**src/rtl/rr_switch_alloc_if.sv**
```systemverilog
// Request/grant bundle between the router input stages and the
// switch allocator; master drives requests, slave returns grants.
interface rr_switch_alloc_if;
   logic [4:0]  req_valid;
   logic [14:0] req_dir;
   logic [4:0]  req_tail;
   logic [2:0]  ans_R;
   logic [2:0]  ans_L;
   logic [2:0]  ans_U;
   logic [2:0]  ans_D;
   logic [2:0]  ans_EJ;
   logic [4:0]  gnt;
   logic [4:0]  lock_busy;

   modport master (
      output req_valid, req_dir, req_tail,
      input  ans_R, ans_L, ans_U, ans_D, ans_EJ,
      input  gnt, lock_busy
   );

   modport slave (
      input  req_valid, req_dir, req_tail,
      output ans_R, ans_L, ans_U, ans_D, ans_EJ,
      output gnt, lock_busy
   );
endinterface

```
**src/rtl/rr_switch_alloc.sv**
```systemverilog
// 5x5 round-robin switch allocator with wormhole output locking.
// Optional idle-lock force release: define SA_LOCK_TIMEOUT_EN.
module rr_switch_alloc #(
   parameter int unsigned TIMEOUT = 15
) (
   input logic             clk,
   input logic             reset,
   rr_switch_alloc_if.slave sa
);

   localparam int N = 5;
   localparam logic [2:0] NONE = 3'd7;

   typedef enum logic {
      IDLE,
      LOCKED
   } state_t;

   if (TIMEOUT < 1 || TIMEOUT > 255) begin : g_bad_timeout
      $error("TIMEOUT must be in 1..255");
   end

   state_t     st_q    [N];
   state_t     st_d    [N];
   logic [2:0] owner_q [N];
   logic [2:0] owner_d [N];
   logic [2:0] ptr_q   [N];
   logic [2:0] ptr_d   [N];
   logic [2:0] ans_q   [N];
   logic [2:0] ans_d   [N];
   logic [4:0] gnt_q;
   logic [4:0] gnt_d;
   logic [4:0] busy_q;
   logic [4:0] busy_d;
   logic [4:0] reqm    [N];

`ifdef SA_LOCK_TIMEOUT_EN
   logic [7:0] cnt_q   [N];
   logic [7:0] cnt_d   [N];
`endif

   function automatic logic [2:0] inc5(input logic [2:0] x);
      return (x == 3'd4) ? 3'd0 : x + 3'd1;
   endfunction

   // Illegal codes 5..7 never match an output, so they drop out here.
   always_comb begin
      for (int o = 0; o < N; o++) begin
         for (int i = 0; i < N; i++) begin
            reqm[o][i] = sa.req_valid[i] &&
                         (sa.req_dir[3*i +: 3] == 3'(o));
         end
      end
   end

   always_comb begin
      logic       found;
      logic [2:0] win;
      logic [2:0] own;
      logic [3:0] idx;
      gnt_d  = '0;
      busy_d = '0;
      for (int o = 0; o < N; o++) begin
         st_d[o]    = st_q[o];
         owner_d[o] = owner_q[o];
         ptr_d[o]   = ptr_q[o];
         ans_d[o]   = NONE;
`ifdef SA_LOCK_TIMEOUT_EN
         cnt_d[o]   = cnt_q[o];
`endif
         found = 1'b0;
         win   = '0;
         own   = owner_q[o];
         idx   = '0;
         for (int k = 0; k < N; k++) begin
            idx = {1'b0, ptr_q[o]} + 4'(k);
            if (idx >= 4'd5) idx = idx - 4'd5;
            if (!found && reqm[o][idx[2:0]]) begin
               found = 1'b1;
               win   = idx[2:0];
            end
         end
         unique case (st_q[o])
            IDLE: begin
               if (found) begin
                  ans_d[o]   = win;
                  gnt_d[win] = 1'b1;
                  ptr_d[o]   = inc5(win);
                  if (!sa.req_tail[win]) begin
                     owner_d[o] = win;
                     st_d[o]    = LOCKED;
`ifdef SA_LOCK_TIMEOUT_EN
                     cnt_d[o]   = '0;
`endif
                  end
               end
            end
            LOCKED: begin
               if (reqm[o][own]) begin
                  ans_d[o]   = own;
                  gnt_d[own] = 1'b1;
`ifdef SA_LOCK_TIMEOUT_EN
                  cnt_d[o]   = '0;
`endif
                  if (sa.req_tail[own]) st_d[o] = IDLE;
               end else begin
`ifdef SA_LOCK_TIMEOUT_EN
                  // Stalled owner: give the output back, next in line first.
                  if (cnt_q[o] + 8'd1 == 8'(TIMEOUT)) begin
                     st_d[o]  = IDLE;
                     ptr_d[o] = inc5(own);
                     cnt_d[o] = '0;
                  end else begin
                     cnt_d[o] = cnt_q[o] + 8'd1;
                  end
`endif
               end
            end
            default: st_d[o] = IDLE;
         endcase
         busy_d[o] = (st_d[o] == LOCKED);
      end
   end

   always_ff @(posedge clk or negedge reset) begin
      if (!reset) begin
         for (int o = 0; o < N; o++) begin
            st_q[o]    <= IDLE;
            owner_q[o] <= '0;
            ptr_q[o]   <= '0;
            ans_q[o]   <= NONE;
`ifdef SA_LOCK_TIMEOUT_EN
            cnt_q[o]   <= '0;
`endif
         end
         gnt_q  <= '0;
         busy_q <= '0;
      end else begin
         for (int o = 0; o < N; o++) begin
            st_q[o]    <= st_d[o];
            owner_q[o] <= owner_d[o];
            ptr_q[o]   <= ptr_d[o];
            ans_q[o]   <= ans_d[o];
`ifdef SA_LOCK_TIMEOUT_EN
            cnt_q[o]   <= cnt_d[o];
`endif
         end
         gnt_q  <= gnt_d;
         busy_q <= busy_d;
      end
   end

   assign sa.ans_R     = ans_q[0];
   assign sa.ans_L     = ans_q[1];
   assign sa.ans_U     = ans_q[2];
   assign sa.ans_D     = ans_q[3];
   assign sa.ans_EJ    = ans_q[4];
   assign sa.gnt       = gnt_q;
   assign sa.lock_busy = busy_q;

endmodule
```
**src/flat_wrapper.sv**
```systemverilog
// flat-port wrapper written by rule: the top's interface ports become plain ports
module rr_switch_alloc_flat 
#(
   parameter int unsigned TIMEOUT = 15
)
  (clk, reset, sa_req_valid, sa_req_dir, sa_req_tail, sa_ans_R, sa_ans_L, sa_ans_U, sa_ans_D, sa_ans_EJ, sa_gnt, sa_lock_busy);
  rr_switch_alloc_if sa_i ();
  input logic clk;
  input logic reset;
  input wire logic [$bits(sa_i.req_valid)-1:0] sa_req_valid;
  input wire logic [$bits(sa_i.req_dir)-1:0] sa_req_dir;
  input wire logic [$bits(sa_i.req_tail)-1:0] sa_req_tail;
  output wire logic [$bits(sa_i.ans_R)-1:0] sa_ans_R;
  output wire logic [$bits(sa_i.ans_L)-1:0] sa_ans_L;
  output wire logic [$bits(sa_i.ans_U)-1:0] sa_ans_U;
  output wire logic [$bits(sa_i.ans_D)-1:0] sa_ans_D;
  output wire logic [$bits(sa_i.ans_EJ)-1:0] sa_ans_EJ;
  output wire logic [$bits(sa_i.gnt)-1:0] sa_gnt;
  output wire logic [$bits(sa_i.lock_busy)-1:0] sa_lock_busy;
  assign sa_i.req_valid = sa_req_valid;
  assign sa_i.req_dir = sa_req_dir;
  assign sa_i.req_tail = sa_req_tail;
  assign sa_ans_R = sa_i.ans_R;
  assign sa_ans_L = sa_i.ans_L;
  assign sa_ans_U = sa_i.ans_U;
  assign sa_ans_D = sa_i.ans_D;
  assign sa_ans_EJ = sa_i.ans_EJ;
  assign sa_gnt = sa_i.gnt;
  assign sa_lock_busy = sa_i.lock_busy;
  rr_switch_alloc #(.TIMEOUT(TIMEOUT)) u_core (.clk(clk), .reset(reset), .sa(sa_i));
endmodule
```
**config.mk**
```make
export PLATFORM = sky130hd
export DESIGN_NAME = rr_switch_alloc_flat
export DESIGN_NICKNAME = d
export VERILOG_FILES = /design/src/rtl/rr_switch_alloc_if.sv /design/src/rtl/rr_switch_alloc.sv /design/src/flat_wrapper.sv
export SDC_FILE = /design/constraint.sdc
export NUM_CORES = 1
export LEC_CHECK = 0
export BUFFER_PORTS_ARGS = -buffer_cell sky130_fd_sc_hd__buf_4
export CORE_ASPECT_RATIO = 0.75
export CORE_MARGIN = 2
export CORE_UTILIZATION = 40
export DETAILED_ROUTE_END_ITERATION = 16
export MAX_ROUTING_LAYER = met4
export SYNTH_ARGS = -nofsm -noshare
export SYNTH_HDL_FRONTEND = slang
export SYNTH_SLANG_ARGS = --single-unit
```
**constraint.sdc**
```tcl
create_clock -name clk -period 7.5 [get_ports clk]
set_input_delay 1.875 -clock clk [delete_from_list [all_inputs] [get_ports clk]]
set_output_delay 1.875 -clock clk [all_outputs]
set_load 0.05 [all_outputs]
```
==> impl_metrics.tcl, run 1 <==
set metrics [dict create \
    wl_per_cell_um 19.8 \
    synth-compound-area-share 0.304 \
    die-area_um2 23300 \
    setup_violations 0 \
    grt_overflow 0 \
    ys_seq_area_frac 0.158 \
    path_buf_inv 1 \
    final_cells 1408 \
    clockBufferDepth 2 \
    netlist_area_um2 8830 \
    fin_util 0.437 \
    ys_types 124 \
    fin_crit_sh 0.759 \
    layout-drive-gt1-share 0.159 \
    synth_xor_area_frac 0.0218 \
    diodes 0 \
    cp_num_cells 14 \
    ys_ff_latch 55 \
    clock_skew_ps 6.57 \
    dp_hpwl_mm 21.2 \
    die_w_um 176 \
    worstReg2RegEnd "u_core.sa.gnt[2]$_DFF_PN0_" \
    tightest_slew_ps 962 \
    rrSetupSlack_ps 1810 \
    synth_area_leader_cell "dfrtp_1" \
    wl_mm 27.9 \
    layout_common_cells "nor2_1 (89), nand2_1 (82), a21oi_1 (65)" \
    drv_slew 0 \
    ant_nets 0 \
    cp.arrival_ps 5860 \
    start_util 0.404 \
    routabilityCongestion 0.931 \
    nNetsFinal 1194 \
    post_cts_resized 0 \
    yosysWarningCount 0 \
    netlist_instances 1099 \
    cpPeakStageDelay_ps 860 \
    remaining_drc_errors 0 \
    crit_path_end "u_core.sa.gnt[2]$_DFF_PN0_" \
    grt_pass1_wl_mm 44.8 \
    async_flop_share 1.00 \
    post-cts-setup-buffers 0 \
    run_status "finished, final reports clean" \
    synthAdderAreaFrac 0.0808 \
    yosysTopAreaCellShare 0.113 \
    fp.dieH_um 133 \
    r2r-start "u_core.ptr_q[3]$_DFFE_PN0P_" \
    coreArea_um2 21900 \
    reg2reg_depth 14 \
    area_delta_synth_final_pct 8.16 \
    crit_path_start_kind "flip-flop" \
    rows 47 \
    root_buffer "clkbuf_16" \
    hold_path.class "flip-flop to flip-flop" \
    crit_type "flip-flop to flip-flop" \
    synth-edff-count 0 \
    num_vias 8921 \
    required_ps 7670 \
    cts_sinks 55 \
    drt_first_pass_iters 5 \
    grt_pass1_vias 7939 \
    maxSlewHeadroom 0.350 \
    via_per_inst 6.34 \
    cts_made_buffers 5 \
    synth.area.top_cells "dfrtp_1 (11%), ha_1 (6.9%), mux2i_1 (5.9%), dfstp_2 (4.5%), nor2_1 (3.8%)" \
    crit_fanout 23 \
    fin_crit_ps 5690 \
    cts-hold-fix-buffers 0 \
    track_usage 0.245 \
    fin_setup_tns_ps 0 \
    clk-insertion-delay-late_ps 310 \
    grt_start_max_net_pins 56 \
    dp.cells 1400 \
    drt_iter0_drc 954 \
    h-tree-depth 2 \
    clkTransAtPathRegs_ps 80 \
    synth-simple-area-share 0.266 \
    layout_commonest_cell "nor2_1" \
    io_pins 52 \
    drv_cap 0 \
    max_freq_mhz 176 \
    hold_viol_final 0 \
    synthFlopType "dfrtp_1" \
    syn_avg_cell_area_um2 8.04 \
    io_buffers 51 \
    critPathLaunch "u_core.ptr_q[3]$_DFFE_PN0P_" \
    whs_ps 607 \
    grt_antenna_before_repair 0 \
    synth_top_family_by_area "compound AO/OA/AOI/OAI gates" \
    cts_tree "built" \
    grt_setup_unrepaired "no" \
    path_cells "clkinv_1, ha_1, ha_1, or2_2, o21ai_0, mux2i_1, o22ai_1, a21oi_1, mux2_2, o211a_1, a21oi_1, o22ai_1, a222oi_1, o2111ai_1" \
    muxShareOfSynthArea 0.115 \
    setup.worst_path.end_class "flip-flop" \
    critPathTopFamily "compound AO/OA/AOI/OAI gates" \
    crit_path_top_delay_cell "dfrtp_1" \
    syn-num-nets 1180 \
]
layer usage:
layer,track usage,up-vias,part of all wire
li1,-,4236,-
met1,0.368,4264,0.48
met2,0.345,383,0.42
met3,0.0325,38,0.080
met4,0.0574,0,0.020
met5,-,-,0
area by class of cell:
class                   count  area (um2)
flip-flops and latches     55        1400
clock buffers               7         143
multi-input cells         927        6950
repair buffers             58         435
inverters                  66         249
well taps                 294         368
clock inverters             1        8.76
fillers                  2220       12300
sequential cells by signal, indices dropped and copies added, names as in the netlist:
register / cells
u_core.sa.ans_U: 3
u_core.sa.ans_R: 3
u_core.owner_q: 15
u_core.ptr_q: 15
u_core.sa.ans_D: 3
u_core.sa.ans_L: 3
u_core.sa.ans_EJ: 3
u_core.sa.lock_busy: 5
u_core.sa.gnt: 5
through the flow:
stage | worst slack, ps | cell area (um2)
3_5_place_dp | 1940 | 9400
5_1_grt | 1480 | 9550
3_3_place_gp | 2060 | 9400
2_1_floorplan | 2850 | 8830
6_report | 1810 | 9550
4_1_cts | 1940 | 9550
worst min-delay path by stage:
stage / start / endpoint / slack (ps) / depth (start not counted)
after floorplan: u_core.owner_q[13]$_DFFE_PN0P_ / u_core.sa.ans_R[1]$_DFF_PN1_ / 560 / 2
after global placement: u_core.owner_q[13]$_DFFE_PN0P_ / u_core.sa.ans_R[1]$_DFF_PN1_ / 610 / 2
after detailed placement: u_core.owner_q[13]$_DFFE_PN0P_ / u_core.sa.ans_R[1]$_DFF_PN1_ / 600 / 2
after CTS: u_core.owner_q[13]$_DFFE_PN0P_ / u_core.sa.ans_R[1]$_DFF_PN1_ / 610 / 2
after global routing: u_core.owner_q[13]$_DFFE_PN0P_ / u_core.sa.ans_R[1]$_DFF_PN1_ / 690 / 2
final: u_core.owner_q[13]$_DFFE_PN0P_ / u_core.sa.ans_R[1]$_DFF_PN1_ / 610 / 2
synthesized netlist by cell type, drive strengths merged, types with 21 or more instances:
cell type and n:
inv 61, nand2 82, nor3 31, clkbuf 30, nor2b 22, buf 21
ha 49, o21ai 72, nand3 27, nor2 92, dfrtp 40, mux2i 54
a21oi 69, o22ai 26
worst register-to-register path, cell delays in order, from the launching register on:
cell       delay [ps]
dfrtp_1           860
clkinv_1          480
ha_1              380
ha_1              370
or2_2             310
o21ai_0           510
mux2i_1           260
o22ai_1            90
a21oi_1           390
mux2_2            390
o211a_1           120
a21oi_1           640
o22ai_1           170
a222oi_1          420
o2111ai_1         170
cell families (layout without fill, tap and decap cells):
group,after synthesis,count (layout)
XOR/XNOR,22,22
adder cells (fa/ha/maj),54,54
AND/OR/NAND/NOR,405,405
flip-flops,55,55
multiplexers,81,81
AO/OA/AOI/OAI,365,365
buffers and inverters,117,132
Power of run 1 is not shown: default switching activity piles up to over one toggle a cycle in this logic, so the estimate is an artifact.
==> run 2: changes to the inputs <==
==> constraint.sdc (replaced) <==
create_clock -name clk -period 5.5 [get_ports clk]
set_input_delay 1.375 -clock clk [delete_from_list [all_inputs] [get_ports clk]]
set_output_delay 1.375 -clock clk [all_outputs]
set_load 0.05 [all_outputs]
==> run 2 against run 1 <==
  * Worst hold slack improved by 26 ps
  * Sequential share of layout area down 0.11 points
  * Via count barely moved
  * Largest cell class unchanged
  * Critical path depth decreased by 1
  * Sequential cell count is the same
  * Final cell count is 0.78% higher
  * Highest routed layer unchanged
  * Register-to-register slack got worse by 910 ps
  * Critical path type unchanged
  * Count of clock-buffer cells in the layout is 1 lower
  * Cell area increased by 0.76%
==> impl_metrics.tcl, run 2 (synthesis gave the netlist of run 1 again) <==
set metrics [dict create \
    r2r-start "u_core.ptr_q[1]$_DFFE_PN0P_" \
    top_layer_used "met4" \
    hold_depth 2 \
    drt_iter0_drc 964 \
    path_cells "inv_1, ha_1, ha_1, a21oi_1, mux4_2, a22oi_1, nand2_1, o211ai_1, a32oi_2, a21oi_4, mux2i_1, o221ai_1, o2bb2ai_1" \
    hold_path.class "flip-flop to flip-flop" \
    maxSlewHeadroom 0.289 \
    max_freq_mhz 217 \
    clkTransAtPathRegs_ps 80 \
    start_util 0.404 \
    clockBufferDepth 2 \
    dp_hpwl_mm 21.6 \
    clock_skew_ps 7.98 \
    cpPeakStageDelay_ps 580 \
    setup_violations 0 \
    wl_mm 27.7 \
    drv_cap 0 \
    num_vias 8913 \
    cp.arrival_ps 4800 \
    fin_crit_sh 0.837 \
    run_status "finished, final reports clean" \
    coreArea_um2 21900 \
    crit_path_start_kind "flip-flop" \
    grt_antenna_before_repair 0 \
    ant_nets 0 \
    root_buffer "clkbuf_16" \
    grt_pass1_wl_mm 44.4 \
    cts-hold-fix-buffers 0 \
    drv_slew 0 \
    crit_type "flip-flop to flip-flop" \
    layout-drive-gt1-share 0.167 \
    grt_overflow 0 \
    crit_path_top_delay_cell "mux4_2" \
    tightest_slew_ps 1050 \
    reg2reg_depth 13 \
    wl_met2_mm 11.7 \
    fp.dieH_um 133 \
    hp-start "u_core.owner_q[13]$_DFFE_PN0P_" \
    die-area_um2 23300 \
    layout_commonest_cell "nor2_1" \
    wl_per_cell_um 19.5 \
    area_delta_synth_final_pct 8.98 \
    required_ps 5690 \
    path_common_cell "ha_1" \
    remaining_drc_errors 0 \
    worstReg2RegEnd "u_core.owner_q[2]$_DFFE_PN0P_" \
    drt-met1-wl_mm 13.3 \
    rrSetupSlack_ps 890 \
    track_usage 0.243 \
    fill_cells 2190 \
    via_per_inst 6.28 \
    post-cts-setup-buffers 0 \
    post_cts_resized 0 \
    nNetsFinal 1205 \
    cts_made_buffers 5 \
    layout_common_cells "nor2_1 (89), nand2_1 (82), buf_4 (69)" \
    setup.worst_path.end_class "flip-flop" \
    grt_start_max_net_pins 56 \
    fin_util 0.440 \
    hold_viol_final 0 \
    wl_met3_mm 2.14 \
    critPathTopFamily "compound AO/OA/AOI/OAI gates" \
    grt_pass1_vias 8006 \
    routabilityCongestion 0.965 \
    fin_crit_ps 4610 \
    crit_fanout 9 \
    drt_first_pass_iters 7 \
    h-tree-depth 2 \
    grt_setup_unrepaired "no" \
    io_pins 52 \
    cts_sinks 55 \
    cts_tree "built" \
    fin_setup_tns_ps 0 \
    reg.largest.list "u_core.owner_q x15, u_core.ptr_q x15" \
    die_w_um 176 \
    diodes 0 \
    clk-insertion-delay-late_ps 310 \
    path_buf_inv 1 \
    hold_path_end "u_core.sa.ans_R[1]$_DFF_PN1_" \
    io_buffers 51 \
    rows 47 \
]
run 2: cell types whose count changed in the layout (fill, tap and decap cells not counted):
cell | before | now
clkinvlp_4 | 0 | 1
clkbuf_8 | 1 | 0
clkinv_4 | 1 | 0
buf_4 | 58 | 69
clkinv_2 | 1 | 2
run 2: area by class of cell:
| type | count | area (um2) | area share |
|---|---|---|---|
| clock buffers | 6 | 129 | 0.0134 |
| clock inverters | 2 | 12.5 | 0.00130 |
| inverters | 66 | 249 | 0.0259 |
| multi-input cells | 927 | 6950 | 0.722 |
| flip-flops and latches | 55 | 1400 | 0.145 |
| well taps | 294 | 368 | 0.0382 |
| repair buffers | 69 | 518 | 0.0538 |
run 2: layer usage:
layer	track usage	vias up
met5	-	-
met4	0.0556	0
met3	0.0434	34
met2	0.349	334
met1	0.354	4288
li1	-	4257
run 2: worst reg2reg max path, cell delays in order (launching register included):
cell       delay [ps]
dfrtp_1           560
inv_1             260
ha_1              270
ha_1              370
a21oi_1           480
mux4_2            580
a22oi_1           290
nand2_1           220
o211ai_1          240
a32oi_2            90
a21oi_4           290
mux2i_1           480
o221ai_1          200
o2bb2ai_1         150
run 2: worst max path at each step:
| stage | from | endpoint | slack, ps | depth (start not counted) |
|---|---|---|---|---|
| floorplan | u_core.ptr_q[0]$_DFFE_PN0P_ | u_core.owner_q[2]$_DFFE_PN0P_ | 1340 | 16 |
| global placement | sa_req_dir[1] | u_core.owner_q[12]$_DFFE_PN0P_ | 680 | 11 |
| detailed placement | sa_req_dir[1] | u_core.owner_q[12]$_DFFE_PN0P_ | 780 | 11 |
| CTS | u_core.ptr_q[1]$_DFFE_PN0P_ | u_core.owner_q[2]$_DFFE_PN0P_ | 920 | 13 |
| global route | u_core.ptr_q[1]$_DFFE_PN0P_ | u_core.ptr_q[2]$_DFFE_PN0P_ | 390 | 15 |
| finish | u_core.ptr_q[1]$_DFFE_PN0P_ | u_core.owner_q[2]$_DFFE_PN0P_ | 890 | 13 |
run 2: per-stage QoR:
stage               setup WS (ps)  area (um2)  instances  hold WS (ps)
floorplan                    1340        8830       1099           556
global placement              680        9480       1411           661
detailed placement            781        9480       1411           623
CTS                           921        9620       1419           634
global route                  386        9620       1419           735
finish                        894        9620       1419           633
Power of run 2 is left out for the same reason.
